==> src/rtl/neander_alu_pkg.sv <==
// neander_alu_pkg: shared types for the NEANDER sequential ALU.
//   alu_op_e    - 4-bit opcode map, same encoding as the NEANDER-X ALU
//   alu_state_e - control states of the sequential wrapper (IDLE/RUN/DONE)
//   OP_RESERVED - opcode F, produces a zero result with only `zero` set
//   add_ovf/sub_ovf - signed overflow from the operand and result sign bits
package neander_alu_pkg;

  typedef enum logic [3:0] {
    OP_ADD = 4'h0, OP_SUB = 4'h1, OP_AND = 4'h2, OP_OR  = 4'h3,
    OP_XOR = 4'h4, OP_NOT = 4'h5, OP_SHL = 4'h6, OP_SHR = 4'h7,
    OP_NEG = 4'h8, OP_MUL = 4'h9, OP_DIV = 4'hA, OP_MOD = 4'hB,
    OP_ADC = 4'hC, OP_SBC = 4'hD, OP_ASR = 4'hE, OP_RSV = 4'hF
  } alu_op_e;

  typedef enum logic [1:0] {
    ST_IDLE = 2'd0,
    ST_RUN  = 2'd1,
    ST_DONE = 2'd2
  } alu_state_e;

  localparam alu_op_e OP_RESERVED = OP_RSV;

  // Addition overflows when both operands share a sign the result lacks.
  function automatic logic add_ovf(input logic sa, input logic sb, input logic sr);
    return (sa == sb) && (sr != sa);
  endfunction

  // Subtraction overflows when operand signs differ and the result loses a's sign.
  function automatic logic sub_ovf(input logic sa, input logic sb, input logic sr);
    return (sa != sb) && (sr != sa);
  endfunction

endpackage

==> src/rtl/neander_seq_muldiv.sv <==
// neander_seq_muldiv: iterative unsigned multiply / restoring divide engine.
//   load    - capture a, b and is_div, clear the partial remainder/high half
//   step    - perform one shift-add (MUL) or restoring-subtract (DIV) step
//   prod_hi/prod_lo, rem/quot - value AFTER the step in progress, so the
//   caller can register the final answer on the same edge as the last step.
// Only instantiated when NEANDER_SEQ_ALU_MULDIV_EN is defined.
module neander_seq_muldiv #(
  parameter int WIDTH = 8
) (
  input  logic             clk,
  input  logic             reset,
  input  logic             load,
  input  logic             is_div,
  input  logic [WIDTH-1:0] a,
  input  logic [WIDTH-1:0] b,
  input  logic             step,
  output logic [WIDTH-1:0] prod_hi,
  output logic [WIDTH-1:0] prod_lo,
  output logic [WIDTH-1:0] quot,
  output logic [WIDTH-1:0] rem
);
  import neander_alu_pkg::*;

  // acc holds the product high half / partial remainder; lo holds the
  // multiplier bits / dividend bits being replaced by quotient bits.
  logic [WIDTH-1:0] acc_q, acc_d, lo_q, lo_d, b_q, b_d;
  logic             div_q, div_d;
  logic [WIDTH:0]   mul_sum_s, div_shift_s, div_diff_s;
  logic [WIDTH-1:0] acc_nx_s, lo_nx_s;

  // One iteration of either algorithm.
  always_comb begin
    mul_sum_s   = {1'b0, acc_q} + (lo_q[0] ? {1'b0, b_q} : {(WIDTH+1){1'b0}});
    div_shift_s = {acc_q, lo_q[WIDTH-1]};
    div_diff_s  = div_shift_s - {1'b0, b_q};
    if (div_q) begin
      // Top bit of the difference is the borrow: set means restore.
      if (!div_diff_s[WIDTH]) begin
        acc_nx_s = div_diff_s[WIDTH-1:0];
        lo_nx_s  = {lo_q[WIDTH-2:0], 1'b1};
      end else begin
        acc_nx_s = div_shift_s[WIDTH-1:0];
        lo_nx_s  = {lo_q[WIDTH-2:0], 1'b0};
      end
    end else begin
      acc_nx_s = mul_sum_s[WIDTH:1];
      lo_nx_s  = {mul_sum_s[0], lo_q[WIDTH-1:1]};
    end
  end

  // Next-state selection: load beats step, otherwise hold.
  always_comb begin
    acc_d = acc_q;
    lo_d  = lo_q;
    b_d   = b_q;
    div_d = div_q;
    if (load) begin
      acc_d = {WIDTH{1'b0}};
      lo_d  = a;
      b_d   = b;
      div_d = is_div;
    end else if (step) begin
      acc_d = acc_nx_s;
      lo_d  = lo_nx_s;
    end else begin
      acc_d = acc_q;
      lo_d  = lo_q;
    end
  end

  // Engine state registers.
  always_ff @(posedge clk or posedge reset) begin
    if (reset) begin
      acc_q <= {WIDTH{1'b0}};
      lo_q  <= {WIDTH{1'b0}};
      b_q   <= {WIDTH{1'b0}};
      div_q <= 1'b0;
    end else begin
      acc_q <= acc_d;
      lo_q  <= lo_d;
      b_q   <= b_d;
      div_q <= div_d;
    end
  end

  assign prod_hi = acc_nx_s;
  assign prod_lo = lo_nx_s;
  assign rem     = acc_nx_s;
  assign quot    = lo_nx_s;

endmodule

==> src/rtl/neander_seq_alu.sv <==
// neander_seq_alu: multi-cycle NEANDER ALU with start/busy/done handshake.
//   clk, reset (async, active-high)
//   start, op, a, b, carry_in  - request; operands sampled when accepted
//   busy                       - iterative op in progress
//   done                       - one-cycle pulse, outputs below are valid
//   result, result_hi          - AC / Y results
//   carry_out, zero, negative, overflow, div_by_zero - registered flags
// Macro NEANDER_SEQ_ALU_MULDIV_EN enables the MUL/DIV/MOD engine; without it
// those opcodes complete in one cycle with a zero result.
module neander_seq_alu #(
  parameter int WIDTH = 8,
  parameter int CNT_W = $clog2(WIDTH + 1)
) (
  input  logic             clk,
  input  logic             reset,
  input  logic             start,
  input  logic [3:0]       op,
  input  logic [WIDTH-1:0] a,
  input  logic [WIDTH-1:0] b,
  input  logic             carry_in,
  output logic             busy,
  output logic             done,
  output logic [WIDTH-1:0] result,
  output logic [WIDTH-1:0] result_hi,
  output logic             carry_out,
  output logic             zero,
  output logic             negative,
  output logic             overflow,
  output logic             div_by_zero
);
  import neander_alu_pkg::*;

`ifdef NEANDER_SEQ_ALU_MULDIV_EN
  localparam bit MULDIV_EN = 1'b1;
`else
  localparam bit MULDIV_EN = 1'b0;
`endif

  alu_state_e       state_q, state_d;
  alu_op_e          op_q, op_d, op_s;
  logic [CNT_W-1:0] cnt_q, cnt_d;
  logic             busy_q, busy_d, done_q, done_d;
  logic [WIDTH-1:0] result_q, result_d, hi_q, hi_d;
  logic             carry_q, carry_d, zero_q, zero_d, neg_q, neg_d;
  logic             ovf_q, ovf_d, dbz_q, dbz_d;

  logic             accept_s, is_iter_s, cin_s;
  logic [WIDTH:0]   sum_s, diff_s;
  logic [WIDTH-1:0] sc_res_s, sc_hi_s, fin_res_s, fin_hi_s;
  logic             sc_c_s, sc_v_s, sc_dbz_s, fin_c_s;
  logic [WIDTH-1:0] eng_hi_s, eng_lo_s, eng_quot_s, eng_rem_s;
  logic             ld_s, ld_c_s, ld_v_s, ld_dbz_s;
  logic [WIDTH-1:0] ld_res_s, ld_hi_s;

  assign op_s     = alu_op_e'(op);
  assign accept_s = start && (state_q != ST_RUN);
  // DIV/MOD by zero resolves in one cycle, so only nonzero divisors iterate.
  assign is_iter_s = MULDIV_EN && ((op_s == OP_MUL) ||
                     (((op_s == OP_DIV) || (op_s == OP_MOD)) && (b != {WIDTH{1'b0}})));

`ifdef NEANDER_SEQ_ALU_MULDIV_EN
  logic eng_load_s, eng_step_s;
  assign eng_load_s = accept_s && is_iter_s;
  assign eng_step_s = (state_q == ST_RUN);

  neander_seq_muldiv #(.WIDTH(WIDTH)) u_muldiv (
    .clk     (clk),
    .reset   (reset),
    .load    (eng_load_s),
    .is_div  (op_s != OP_MUL),
    .a       (a),
    .b       (b),
    .step    (eng_step_s),
    .prod_hi (eng_hi_s),
    .prod_lo (eng_lo_s),
    .quot    (eng_quot_s),
    .rem     (eng_rem_s)
  );
`else
  assign eng_hi_s   = {WIDTH{1'b0}};
  assign eng_lo_s   = {WIDTH{1'b0}};
  assign eng_quot_s = {WIDTH{1'b0}};
  assign eng_rem_s  = {WIDTH{1'b0}};
`endif

  // Single-cycle datapath on the live inputs (used only at accept).
  always_comb begin
    cin_s    = ((op_s == OP_ADC) || (op_s == OP_SBC)) ? carry_in : 1'b0;
    sum_s    = {1'b0, a} + {1'b0, b} + {{WIDTH{1'b0}}, cin_s};
    diff_s   = {1'b0, a} - {1'b0, b} - {{WIDTH{1'b0}}, cin_s};
    sc_res_s = {WIDTH{1'b0}};
    sc_hi_s  = {WIDTH{1'b0}};
    sc_c_s   = 1'b0;
    sc_v_s   = 1'b0;
    sc_dbz_s = 1'b0;
    case (op_s)
      OP_ADD, OP_ADC: begin
        sc_res_s = sum_s[WIDTH-1:0];
        sc_c_s   = sum_s[WIDTH];
        sc_v_s   = add_ovf(a[WIDTH-1], b[WIDTH-1], sum_s[WIDTH-1]);
      end
      OP_SUB, OP_SBC: begin
        sc_res_s = diff_s[WIDTH-1:0];
        sc_c_s   = diff_s[WIDTH];
        sc_v_s   = sub_ovf(a[WIDTH-1], b[WIDTH-1], diff_s[WIDTH-1]);
      end
      OP_AND: sc_res_s = a & b;
      OP_OR:  sc_res_s = a | b;
      OP_XOR: sc_res_s = a ^ b;
      OP_NOT: sc_res_s = ~a;
      OP_SHL: begin
        sc_res_s = {a[WIDTH-2:0], 1'b0};
        sc_c_s   = a[WIDTH-1];
      end
      OP_SHR: begin
        sc_res_s = {1'b0, a[WIDTH-1:1]};
        sc_c_s   = a[0];
      end
      OP_ASR: begin
        sc_res_s = {a[WIDTH-1], a[WIDTH-1:1]};
        sc_c_s   = a[0];
      end
      OP_NEG: begin
        sc_res_s = {WIDTH{1'b0}} - a;
        sc_c_s   = (a != {WIDTH{1'b0}});
        sc_v_s   = (a == {1'b1, {(WIDTH-1){1'b0}}});
      end
      OP_DIV: begin
        if (MULDIV_EN && (b == {WIDTH{1'b0}})) begin
          sc_res_s = {WIDTH{1'b1}};
          sc_hi_s  = a;
          sc_c_s   = 1'b1;
          sc_dbz_s = 1'b1;
        end else begin
          sc_res_s = {WIDTH{1'b0}};
        end
      end
      OP_MOD: begin
        if (MULDIV_EN && (b == {WIDTH{1'b0}})) begin
          sc_res_s = a;
          sc_hi_s  = {WIDTH{1'b1}};
          sc_c_s   = 1'b1;
          sc_dbz_s = 1'b1;
        end else begin
          sc_res_s = {WIDTH{1'b0}};
        end
      end
      default: sc_res_s = {WIDTH{1'b0}};  // MUL when disabled, reserved
    endcase
  end

  // Final iterative result from the engine's last step.
  always_comb begin
    fin_res_s = {WIDTH{1'b0}};
    fin_hi_s  = {WIDTH{1'b0}};
    fin_c_s   = 1'b0;
    case (op_q)
      OP_MUL: begin
        fin_res_s = eng_lo_s;
        fin_hi_s  = eng_hi_s;
        fin_c_s   = (eng_hi_s != {WIDTH{1'b0}});
      end
      OP_DIV: begin
        fin_res_s = eng_quot_s;
        fin_hi_s  = eng_rem_s;
      end
      OP_MOD: begin
        fin_res_s = eng_rem_s;
        fin_hi_s  = eng_quot_s;
      end
      default: fin_res_s = {WIDTH{1'b0}};
    endcase
  end

  // FSM next state and output-register load control.
  always_comb begin
    state_d  = state_q;
    op_d     = op_q;
    cnt_d    = cnt_q;
    busy_d   = busy_q;
    done_d   = 1'b0;
    ld_s     = 1'b0;
    ld_res_s = sc_res_s;
    ld_hi_s  = sc_hi_s;
    ld_c_s   = sc_c_s;
    ld_v_s   = sc_v_s;
    ld_dbz_s = sc_dbz_s;
    case (state_q)
      ST_IDLE, ST_DONE: begin
        if (accept_s) begin
          op_d = op_s;
          if (is_iter_s) begin
            state_d = ST_RUN;
            cnt_d   = CNT_W'(WIDTH);
            busy_d  = 1'b1;
          end else begin
            state_d = ST_DONE;
            done_d  = 1'b1;
            ld_s    = 1'b1;
          end
        end else begin
          state_d = ST_IDLE;
        end
      end
      ST_RUN: begin
        if (cnt_q == CNT_W'(1)) begin
          state_d  = ST_DONE;
          cnt_d    = {CNT_W{1'b0}};
          busy_d   = 1'b0;
          done_d   = 1'b1;
          ld_s     = 1'b1;
          ld_res_s = fin_res_s;
          ld_hi_s  = fin_hi_s;
          ld_c_s   = fin_c_s;
          ld_v_s   = 1'b0;
          ld_dbz_s = 1'b0;
        end else begin
          cnt_d = cnt_q - CNT_W'(1);
        end
      end
      default: begin
        state_d = ST_IDLE;
        busy_d  = 1'b0;
      end
    endcase

    result_d = result_q;
    hi_d     = hi_q;
    carry_d  = carry_q;
    ovf_d    = ovf_q;
    dbz_d    = dbz_q;
    zero_d   = zero_q;
    neg_d    = neg_q;
    if (ld_s) begin
      result_d = ld_res_s;
      hi_d     = ld_hi_s;
      carry_d  = ld_c_s;
      ovf_d    = ld_v_s;
      dbz_d    = ld_dbz_s;
      zero_d   = (ld_res_s == {WIDTH{1'b0}});
      neg_d    = ld_res_s[WIDTH-1];
    end else begin
      result_d = result_q;
    end
  end

  // FSM state, counter and registered outputs.
  always_ff @(posedge clk or posedge reset) begin
    if (reset) begin
      state_q  <= ST_IDLE;
      op_q     <= OP_ADD;
      cnt_q    <= {CNT_W{1'b0}};
      busy_q   <= 1'b0;
      done_q   <= 1'b0;
      result_q <= {WIDTH{1'b0}};
      hi_q     <= {WIDTH{1'b0}};
      carry_q  <= 1'b0;
      zero_q   <= 1'b0;
      neg_q    <= 1'b0;
      ovf_q    <= 1'b0;
      dbz_q    <= 1'b0;
    end else begin
      state_q  <= state_d;
      op_q     <= op_d;
      cnt_q    <= cnt_d;
      busy_q   <= busy_d;
      done_q   <= done_d;
      result_q <= result_d;
      hi_q     <= hi_d;
      carry_q  <= carry_d;
      zero_q   <= zero_d;
      neg_q    <= neg_d;
      ovf_q    <= ovf_d;
      dbz_q    <= dbz_d;
    end
  end

  assign busy        = busy_q;
  assign done        = done_q;
  assign result      = result_q;
  assign result_hi   = hi_q;
  assign carry_out   = carry_q;
  assign zero        = zero_q;
  assign negative    = neg_q;
  assign overflow    = ovf_q;
  assign div_by_zero = dbz_q;

endmodule

==> config.mk <==
export PLATFORM = sky130hd
export DESIGN_NAME = neander_seq_alu
export DESIGN_NICKNAME = d
export VERILOG_FILES = /design/src/rtl/neander_alu_pkg.sv /design/src/rtl/neander_seq_muldiv.sv /design/src/rtl/neander_seq_alu.sv
export SDC_FILE = /design/constraint.sdc
export NUM_CORES = 1
export LEC_CHECK = 0
export BUFFER_PORTS_ARGS = -buffer_cell sky130_fd_sc_hd__buf_2
export CORE_UTILIZATION = 50
export DETAILED_ROUTE_END_ITERATION = 7
export PLACE_DENSITY = 0.77
export SYNTH_ARGS = -nofsm -noshare
export SYNTH_HDL_FRONTEND = slang
export SYNTH_SLANG_ARGS = --single-unit
export TNS_END_PERCENT = 1
==> constraint.sdc <==
create_clock -name clk -period 0.9 [get_ports clk]
set_input_delay 0.18 -clock clk [delete_from_list [all_inputs] [get_ports clk]]
set_output_delay 0.18 -clock clk [all_outputs]
set_load 0.02 [all_outputs]
=== After elaboration in Yosys (flattened, before gate mapping) ===
Index checks and enable logic that the tools add are counted.

* Add/subtract/negate cells: 6
* Equality and inequality tests: 21
* Mux-type cells: 19
* Bitwise operators: 5
* Reduce and logical (&&, ||, !) cells: 13

{| class="wikitable"
|+ Operators by type and width
! cell !! count
|-
| 8-bit one-hot mux with 10 select lines || 1
|-
| 4-bit by 3-bit equality test with 1-bit output, second input constant || 4
|-
| 4-bit equality test, second input constant || 4
|-
| 8-bit 2-to-1 mux || 2
|-
| 8-bit by 8-bit adder with 9-bit output || 1
|-
| 9-bit by 1-bit adder with 9-bit output || 1
|-
| 8-bit by 8-bit subtractor with 9-bit output || 1
|-
| 9-bit by 1-bit subtractor with 9-bit output || 1
|-
| 8-bit bitwise AND || 1
|-
| 4-bit by 1-bit equality test with 1-bit output, second input constant || 2
|-
| 4-bit by 2-bit equality test with 1-bit output, second input constant || 2
|-
| 8-bit equality test, second input constant || 1
|-
| 8-bit zero test || 1
|-
| 1-bit 2-to-1 mux || 8
|-
| 8-bit inverter || 1
|-
| 8-bit OR || 1
|-
| 8-bit nonzero test || 1
|-
| 2-bit OR reduction || 4
|-
| 1-bit by 8-bit subtractor with 8-bit output, first input constant || 1
|-
| 8-bit XOR || 1
|-
| 1-bit one-hot mux with 5 select lines || 1
|-
| 4-bit zero test || 1
|-
| 2-bit 2-to-1 mux || 2
|-
| 4-bit 2-to-1 mux || 1
|-
| other kinds (15) || 20
|}

* Register bits after elaboration: 20
* Bits of input ports: 24

=== Logic depth before layout (Yosys ltp) ===
Gate-level depths: netlist of the first run.

* Depth after elaboration: 9
* Depth in mapped cells: 15
* Mapped depth without buffers: 13

=== Worst setup path before layout of the first run ===
OpenSTA, ideal clock, no wires.

* Path type: input port to flip-flop
* Start: input op[2]
* End: register result_q[7], in the netlist result[7]
* Data arrival time: 2,870 ps
* Slack: -2,095 ps
* Stages: 15
* Cells stage by stage: buf_4 -> buf_2 -> nor2b_1 -> nand3_1 -> inv_1 -> fa_1 -> inv_1 -> ha_1 -> o21ai_1 -> a211oi_1 -> a21o_1 -> a21oi_2 -> xnor2_1 -> a221o_1 -> mux2_4

* Longest elaborated chain between the ends: 7
* Elaborated cells on any way between the ends: 21
* Classes of those cells: 2 x add/sub; 11 x eq/ne; 4 x mux; 4 x reduce/logical

{| class="wikitable"
|+ RTL lines
! what !! line !! text
|-
| from (decl) || neander_seq_alu.sv:17 || <nowiki>input logic [3:0] op,</nowiki>
|-
| 4-bit equality test || neander_seq_alu.sv:88, neander_seq_alu.sv:96 ||
|-
| 1-bit logical OR || neander_seq_alu.sv:88 || <nowiki>cin_s = ((op_s == OP_ADC) || (op_s == OP_SBC)) ? carry_in : 1'b0;</nowiki>
|-
| 1-bit 2-to-1 mux || neander_seq_alu.sv:88 ||
|-
| 9-bit by 1-bit subtractor with 9-bit output / 9-bit by 1-bit adder with 9-bit output (equally long branches) || neander_seq_alu.sv:90, neander_seq_alu.sv:89 ||
|-
| 8-bit one-hot mux with 10 select lines (*) || neander_seq_alu.sv:96 || <nowiki>case (op_s)</nowiki>
|-
| 8-bit 2-to-1 mux || neander_seq_alu.sv:206 || <nowiki>if (cnt_q == CNT_W'(1)) begin</nowiki>
|-
| 8-bit 2-to-1 mux (*) || neander_seq_alu.sv:188 || <nowiki>case (state_q)</nowiki>
|-
| to (signal assigned) || neander_seq_alu.sv:255 || <nowiki>result_q <= {WIDTH{1'b0}};</nowiki>
|-
| to (signal assigned) || neander_seq_alu.sv:268 || <nowiki>result_q <= result_d;</nowiki>
|-
| to (decl) || neander_seq_alu.sv:43 || <nowiki>logic [WIDTH-1:0] result_q, result_d, hi_q, hi_d;</nowiki>
|}

Mark *: on every way between the ends. The rest lies on a longest branch, timed or not.
A chain may end at the register's enable or synchronous reset.

=== Final worst setup path of the first run ===
Ends and elaborated chain as after synthesis.

==> reports/metrics.cfg, run 1 <==
[yosys]
synth_cells=281
synth_top_cell_area_share_pct=16.7
ys_async_sr_fraction_pct=100
synth_ff_type=dfrtp_1
synth_top_area_cell=ha_1
synth_area_leaders=ha_1, dfrtp_1, inv_1
ys_types=64
ys_ff_latch=12
avgSynthCellArea_um2=8.26
synth.yosys.seq_area_share_pct=12.9
yosysWarnings=0
netlist_area_um2=2320
synth_edf_count=0

[sta]
fmax_ghz=0.399
setup_slack_ns=-1.61
timing.final.crit_share_pct=279
setup_viol=24
finalMaxSlewViolations=0
min_period_ns=2.51
rsz0062_at_grt=true
tightest_slew_ns=0.672
fin_skew_ns=0
relSlewSlack_pct=55.0
hold_violations=0

[layout]
drive_above_1_share_pct=43.7
multi_input_area_um2=1930
n_fill_cell=297
register_area_um2=300
area_growth_pct=47.0
layout_commonest_cell=buf_4
final_cell_mix=buf_4, buf_2, ha_1, inv_1, nor2_1
antenna_cells=0
final_util_pct=77.3
fin_nets=467
final_cells=459

[global_route]
grt_overflow=0
grt_max_degree=20
grt_pass1_wl_um=12600
grt_pass1_vias=2706
grtUsageTotal_pct=32.4
antenna_found_initial=0

[routing]
drtAntennaViolNets=0
firstDrtPassIters=5
drt_wl_total_um=7760
drt_iter0_drc=300
vias=2711
drcViolationCount=0
wire_per_inst_um=16.9
vias_per_cell=5.91

[placed_design]
dp.cells=452
portBuffers=36
post-dp-hpwl_um=5910
gp_congestion=0.937

[hold_path]
min_path_type=in2reg

[clocking]
numCtsBuffers=3
clk_pin_slew_worst_paths_ns=0.06
cts_root_buf=clkbuf_8
clk_path_buf_depth=2
cts_max_level=1
cts_tree=yes
clk_latency_ns=0.25
cts_sinks=12

[floorplan]
initial_utilization_pct=52.6
coreArea_um2=4410
rows=24
fp.dieW_um=70.1
io_pins=47
die_h_um=70.1
dieArea_um2=4920

[worst_setup_path]
rrSetupSlack_ns=-0.08
ff2ff_path_depth=3
arrival_ns=2.64
r2r_end=carry_out$_DFFE_PP0P_
worstReg2RegStart=carry_out$_DFFE_PP0P_
setup.worst_path.start=op[2]
worstSetupStartpointType=input pin
end_kind=register
required_ns=1.04
endpoint=result[7]$_DFFE_PP0P_
crit_path_max_fanout=3
critPathKind=in2reg

[power]
vdd_drop_max_uv=720
power.leakage_nw=1.66
powerDensity_nw_per_um2=1000
pwr-share-comb_pct=62.7
p_int_mw=2.03
power.switching_mw=1.40
switching_share_pct=40.8
p_clk_share_pct=18.0
seqPwrFrac_pct=19.3

[run_status]
violations=setup timing
status=finished with violations

[flow_run]
max_cap_violations=0

==> power groups by stage <==
stage | registers [mW] | logic, mW | clock network, mW
6_report | 0.660 | 2.15 | 0.618
5_1_grt | 0.671 | 2.30 | 0.636
4_1_cts | 0.657 | 2.02 | 0.615
3_5_place_dp | 0.667 | 1.94 | 0
3_3_place_gp | 0.661 | 1.90 | 0
2_1_floorplan | 0.759 | 1.09 | 0
==> state kept, by name, indices dropped and copies added (netlist names) <==
name       cells
result         8
carry_out      1
done           1
overflow       1
zero           1
==> layer usage <==
metal / GRT usage (%) / part of all wire (%) / up-vias / routed length (um)
met5: 0 / 0 / - / 0
met4: 18.9 / 4.9 / 0 / 382
met3: 7.07 / 7.7 / 41 / 598
met2: 51.5 / 47 / 154 / 3640
met1: 40.1 / 40 / 1261 / 3140
li1: - / - / 1255 / -
==> how the worst min path moves through the flow <==
| stage | from | end | slack [ns] | depth (start not counted) |
|---|---|---|---|---|
| after floorplan | reset | carry_out$_DFFE_PP0P_ | 0.04 | 1 |
| after global placement | reset | result[1]$_DFFE_PP0P_ | 0.19 | 2 |
| after detailed placement | reset | result[1]$_DFFE_PP0P_ | 0.22 | 2 |
| after CTS | start | done$_DFF_PP0_ | 0.30 | 2 |
| after global routing | start | done$_DFF_PP0_ | 0.32 | 2 |
| final | start | done$_DFF_PP0_ | 0.31 | 2 |
==> timing repair <==
action                                 4_1_cts  5_1_grt
setup buffers                                2        0
pin swaps                                   15        4
gates resized for setup                     14       18
hold buffers                                 1        0
setup endpoints to repair                   24       36
endpoints found under the hold margin       12        0
==> cells in the mapped netlist (2+ instances only) <==
cell and instances:
a21o_1 3, a21oi_1 15, nor2b_1 3, mux2i_1 4
o22ai_1 4, ha_1 31, o211ai_1 3, or3_1 4
nand4_1 2, nor3_1 5, o21a_1 2, nor3b_1 4
dfrtp_1 12, xor2_1 4, inv_1 31, a22oi_1 7
o21ai_0 6, nand4bb_1 2, nand3_1 4, xnor2_1 10
nand2_1 10, o32ai_1 2, nor4b_1 3, nor2_1 26
o21ai_1 3, fa_1 4, buf_4 14, nand2b_1 7
o2bb2ai_1 2, a31oi_1 5, clkbuf_1 4, nor4_1 4
a221o_1 3, a221oi_1 4, a211oi_1 4, mux2_2 2
==> metrics by stage <==
stage | hold WS [ns] | total power, mW | TNS [ns] | setup WS, ns | cell area (um2)
CTS | 0.301 | 3.29 | -15.14 | -1.59 | 3320
global route | 0.323 | 3.61 | -16.64 | -1.69 | 3410
global placement | 0.194 | 2.56 | -17.83 | -1.91 | 3190
detailed placement | 0.220 | 2.61 | -18.73 | -2.02 | 3190
floorplan | 0.0447 | 1.84 | -17.14 | -1.94 | 2400
finish | 0.310 | 3.43 | -15.34 | -1.61 | 3410
==> logic make-up (layout without fill, tap and decap cells) <==
| family | after synthesis | in the layout | synth area share (%) |
|---|---|---|---|
| simple gates | 79 | 79 | 18.9 |
| xor+xnor | 16 | 16 | 7.44 |
| compound gates | 78 | 78 | 25.3 |
| other cells | 1 | 10 | 0.162 |
| mux | 8 | 8 | 3.83 |
| buf+inv | 52 | 169 | 11.2 |
| fa+ha+maj | 35 | 35 | 20.2 |
| flops | 12 | 12 | 12.9 |
==> final cells by class <==
| type | instances | area share, % |
|---|---|---|
| clock buffer | 4 | 1.61 |
| inverter | 31 | 3.52 |
| multi-input combinational | 226 | 56.6 |
| sequential | 12 | 8.80 |
| tap | 52 | 1.91 |
| timing repair buffer | 134 | 27.6 |
==> worst max-delay path: stages <==
cell,delay (ns)
buf_6,0.09
nor2b_4,0.12
nand3_2,0.08
inv_2,0.04
fa_1,0.53
inv_1,0.06
ha_2,0.17
o21ai_2,0.17
a211oi_2,0.11
a21o_1,0.22
a21oi_2,0.17
xnor2_1,0.08
a221o_1,0.35
mux2_4,0.26
Note: power is estimated with default switching activity, not from simulation.
==> run 2, diff against run 1 <==
- ABC_AREA: not set -> 1
- PLACE_DENSITY: 0.77 -> 0.76
==> reports/metrics.cfg, run 2 <==
[sta]
timing.final.crit_share_pct=224
rsz0062_at_grt=true
fin_tns_setup_ns=-11.17
setup_slack_ns=-1.12
setup_viol=24
fin_skew_ns=0
finalMaxSlewViolations=0
fmax_ghz=0.496
hold_violations=0
min_period_ns=2.02
hold_ws_ns=0.223

[yosys]
synth_area_leaders=nand2_1, ha_1, nand3_1
avgSynthCellArea_um2=5.52
ys_types=24
ys_ff_latch=12
synth_common_cells=nand2_1, inv_1, nand3_1, nor2_1, ha_1
synth_edf_count=0
synth.yosys.seq_area_share_pct=12.0
synth_top_area_cell=nand2_1
netlist_area_um2=2510
synth_cells=455
ys_async_sr_fraction_pct=100
yosysWarnings=0
yosys.cell_count.top_type=nand2_1
synth_ff_type=dfrtp_1
synth_top_cell_area_share_pct=24.2

[layout]
largest_reg_flops=8
drive_above_1_share_pct=29.3
fin_nets=649
final_util_pct=77.0
area_growth_pct=46.8
final_area_um2=3680
final_cell_mix=nand2_1, buf_4, inv_1, nand3_1, nor2_1
final_cells=655
layout_commonest_cell=nand2_1
antenna_cells=0

[routing]
wire_per_inst_um=13.0
drt_iter0_drc=264
drt_wl_total_um=8520
drtAntennaViolNets=0
vias_per_cell=5.03
drcViolationCount=0
firstDrtPassIters=5
vias=3293

[floorplan]
dieArea_um2=5310
die_h_um=72.9
coreArea_um2=4790
rows=25
io_pins=47
initial_utilization_pct=52.4
fp.dieW_um=72.9

[worst_setup_path]
worst_path_max_delay_cell=fa_2
worstSetupStartpointType=input pin
crit_chain=buf_6 > nand2_4 > inv_4 > nand3_4 > inv_2 > fa_2 > inv_1 > ha_1 > inv_1 > nand2_1 > nand2_2 > nand3_1 > nand3_1 > nand2_1 > nor2_2 > nand2_1 > nor2_1 > nand3_1 > nand2_1
cp_common_cell=nand2_1
critPathMaxStageDelay_ns=0.55
arrival_ns=2.19
cpLargestDelayFamily=simple AND/OR/NAND/NOR gates
required_ns=1.07
path_buf_inv=5
critPathKind=in2reg
end_kind=register
crit_path_max_fanout=3

[global_route]
grt_pass1_wl_um=13800
grt_max_degree=14
grtUsageTotal_pct=33.7
antenna_found_initial=0
grt_pass1_vias=3019
grt_overflow=0

[run_status]
violations=setup timing
status=finished with violations

[placed_design]
portBuffers=36
dpl_cell_area_um2=3480
post-dp-hpwl_um=6960
post-place-ws_ns=-1.45
dp.cells=649
gp_congestion=0.986

[clocking]
cts_sinks=12
numCtsBuffers=3
cts_max_level=1
cts_tree=yes
clk_path_buf_depth=2
clk_pin_slew_worst_paths_ns=0.05
clk_latency_ns=0.23
cts_root_buf=clkbuf_8

[flow_run]
max_cap_violations=0

[hold_path]
min_path_type=in2reg

[power]
power_mw=3.20
vdd_drop_max_uv=619
power.leakage_nw=2.23
powerDensity_nw_per_um2=869

-- run 2: cell count changes after synthesis, moves of 9 or more --
cell     previous run  this run
nor2_1             26        50
xnor2_1            10         1
nand3_1             4        65
nand2_1            10       162
inv_1              31        74
-- run 2: final timing paths --
kind	start	endpoint	slack, ns	depth (start not counted)
setup / recovery	op[2]	zero$_DFFE_PP0P_	-1.12	19
hold / removal	start	done$_DFF_PP0_	0.22	2
setup reg to reg	overflow$_DFFE_PP0P_	overflow$_DFFE_PP0P_	0.27	2
hold reg to reg	zero$_DFFE_PP0P_	zero$_DFFE_PP0P_	0.47	2
max in group asynchronous	reset	carry_out$_DFFE_PP0P_	0.11	3
min in group asynchronous	reset	result[5]$_DFFE_PP0P_	0.50	3
-- run 2: routing by layer --
metal  routed length, um  part of all wire (%)  vias up  track usage [%]
met3                 621                   7.3       12             1.38
met4                 134                   1.6        0             7.63
met5                   0                     0        -                0
met1                3700                    43     1479             44.7
li1                    -                     -     1665                -
met2                4070                    48      137             60.3
-- run 2: layout make-up --
type | count | area (um2)
Clock buffer | 3 | 41.3
Fill cell | 425 | 1100
Inverter | 75 | 284
Multi-Input combinational cell | 361 | 1990
Sequential cell | 12 | 300
Tap cell | 67 | 83.8
Timing Repair Buffer | 137 | 985
-- run 2: logic make-up (layout without fill, tap and decap cells) --
| group | Yosys count | in the layout | synth area share [%] |
|---|---|---|---|
| XOR/XNOR | 1 | 1 | 0.349 |
| other | 1 | 10 | 0.149 |
| AND/OR/NAND/NOR | 291 | 291 | 48.2 |
| buffers and inverters | 91 | 215 | 15.4 |
| adder cells (fa/ha/maj) | 35 | 35 | 18.6 |
| flip-flops | 12 | 12 | 12.0 |
| AO/OA/AOI/OAI | 24 | 24 | 5.28 |
-- run 2: timing repair --
action / in CTS / in global routing
gates resized for setup: 19 / 19
hold buffers: 1 / 0
hold endpoints to repair: 12 / 0
pin swaps: 12 / 2
endpoints found under the setup margin: 24 / 24
setup buffers: 2 / 0
-- run 2: where the power goes --
group | internal [mW] | switching [mW]
combinational | 0.887 | 1.20
clock | 0.292 | 0.170
sequential | 0.613 | 0.0358
total | 1.79 | 1.41
==> run 3, diff against run 2 <==
--- a/config.mk
+++ b/config.mk
@@ -12,2 +12,3 @@
 export PLACE_DENSITY = 0.76
+export RECOVER_POWER = 25
 export SYNTH_ARGS = -nofsm -noshare
--- a/constraint.sdc
+++ b/constraint.sdc
@@ -3,2 +3,2 @@
 set_output_delay 0.18 -clock clk [all_outputs]
-set_load 0.02 [all_outputs]
+set_load 0.1 [all_outputs]
==> reports/metrics.cfg, run 3 (synthesized netlist as in run 2, its figures left out) <==
[run_status]
status=finished with violations
violations=setup timing

[power]
power_mw=4.31
powerDensity_nw_per_um2=1110
vdd_drop_max_uv=796
power.leakage_nw=2.25

[global_route]
grt_pass1_vias=3219
grtUsageTotal_pct=36.0
antenna_found_initial=0
grt_max_degree=14
grt_overflow=0
grt_pass1_wl_um=14700

[placed_design]
dp.cells=643
portBuffers=36
gp_congestion=0.975
post-dp-hpwl_um=7390

[layout]
antenna_cells=0
layout_commonest_cell=nand2_1
final_cells=649
drive_above_1_share_pct=29.7
area_growth_pct=54.1
largest_reg_flops=8
final_cell_mix=nand2_1, buf_4, inv_1, nand3_1, nor2_1
fin_nets=642

[sta]
timing.final.crit_share_pct=221
fin_skew_ns=0
fmax_ghz=0.503
setup_slack_ns=-1.09
relSlewSlack_pct=61.5
hold_violations=0
rsz0062_at_grt=true
hold_ws_ns=0.346
setup_viol=24
tightest_slew_ns=0.575
finalMaxSlewViolations=0
min_period_ns=1.99

[clocking]
clk_latency_ns=0.24
cts_tree=yes
cts_sinks=12
numCtsBuffers=3
clk_path_buf_depth=2
clk_pin_slew_worst_paths_ns=0.05
cts_root_buf=clkbuf_8
cts_max_level=1

[routing]
drt_iter0_drc=320
wire_per_inst_um=14.1
vias=3401
firstDrtPassIters=6
drtAntennaViolNets=0
drcViolationCount=0
vias_per_cell=5.24
drt_wl_total_um=9160

[floorplan]
dieArea_um2=5310
io_pins=47
initial_utilization_pct=52.4
fp.dieW_um=72.9
rows=25
die_h_um=72.9
coreArea_um2=4790

[hold_path]
min_path_type=in2reg

[worst_setup_path]
end_kind=register
required_ns=1.02
arrival_ns=2.11
worstSetupStartpointType=input pin
critPathKind=in2reg
crit_path_max_fanout=3

[flow_run]
max_cap_violations=0

run 3: cell types whose count changed in the layout (fill, tap and decap cells not counted), sizes merged:
cell,delta
clkbuf,+2
buf,-8
run 3: power breakdown:
part | total [mW] | leakage (nW) | switching, mW | internal, mW
sequential | 0.699 | 0.154 | 0.0865 | 0.613
clock | 0.587 | 0.0288 | 0.200 | 0.386
combinational | 3.02 | 2.07 | 1.89 | 1.13
total | 4.31 | 2.25 | 2.18 | 2.13
run 3: worst paths after layout:
check | cells after the start | end | from | slack [ns]
worst max-delay path | 18 | result[5]$_DFFE_PP0P_ | op[2] | -1.09
worst min-delay path | 2 | done$_DFF_PP0_ | start | 0.35
worst max register to register | 2 | result[1]$_DFFE_PP0P_ | result[1]$_DFFE_PP0P_ | 0.09
worst min register to register | 2 | overflow$_DFFE_PP0P_ | overflow$_DFFE_PP0P_ | 0.55
max in group asynchronous | 3 | result[2]$_DFFE_PP0P_ | reset | 0.11
min in group asynchronous | 3 | zero$_DFFE_PP0P_ | reset | 0.48
run 3: stage by stage:
step | TNS [ns] | area [um2] | setup WS, ns | utilization, %
CTS | -11.67 | 3790 | -1.05 | 79.3
global route | -13.61 | 3870 | -1.22 | 80.8
detailed placement | -15.19 | 3620 | -1.54 | 75.6
floorplan | -13.24 | 2570 | -1.10 | -
global placement | -14.32 | 3620 | -1.42 | 75.6
finish | -12.15 | 3870 | -1.09 | 80.8
run 3: layer usage:
layer / global-route usage [%] / share of wire (%) / wire (um) / vias to the layer above
met5: 0 / 0 / 0 / -
met4: 9.37 / 2.7 / 248 / 0
met3: 2.76 / 7.7 / 706 / 29
met2: 65.1 / 49 / 4510 / 182
met1: 46.0 / 40 / 3690 / 1540
li1: - / - / - / 1650
run 3: layout make-up:
cell class                      instances  area, um2
Clock buffer                            4       55.1
Fill cell                             394        917
Inverter                               75        287
Multi-Input combinational cell        361       2030
Sequential cell                        12        300
Tap cell                               67       83.8
Timing Repair Buffer                  130       1110
run 3: what timing repair did:
item / CTS / global route
endpoints found under the hold margin: 12 / 0
gates resized for setup: 34 / 18
hold buffers: 1 / 0
pin swaps: 17 / 19
endpoints found under the setup margin: 24 / 24
buffers inserted: 1 / 0
run 3: critical path: stages:
cell and delay [ns]:
buf_8 0.11, nand2_8 0.07, inv_6 0.03, nand3_4 0.06, inv_2 0.04, fa_2 0.59, inv_2 0.06, ha_4 0.15
inv_2 0.04, nand2_2 0.06, nand2_4 0.07, nand2_4 0.07, nand3_2 0.09, nand3b_1 0.07, nand3_1 0.08, nand2_1 0.09
nor2_2 0.15, o21ai_0 0.10
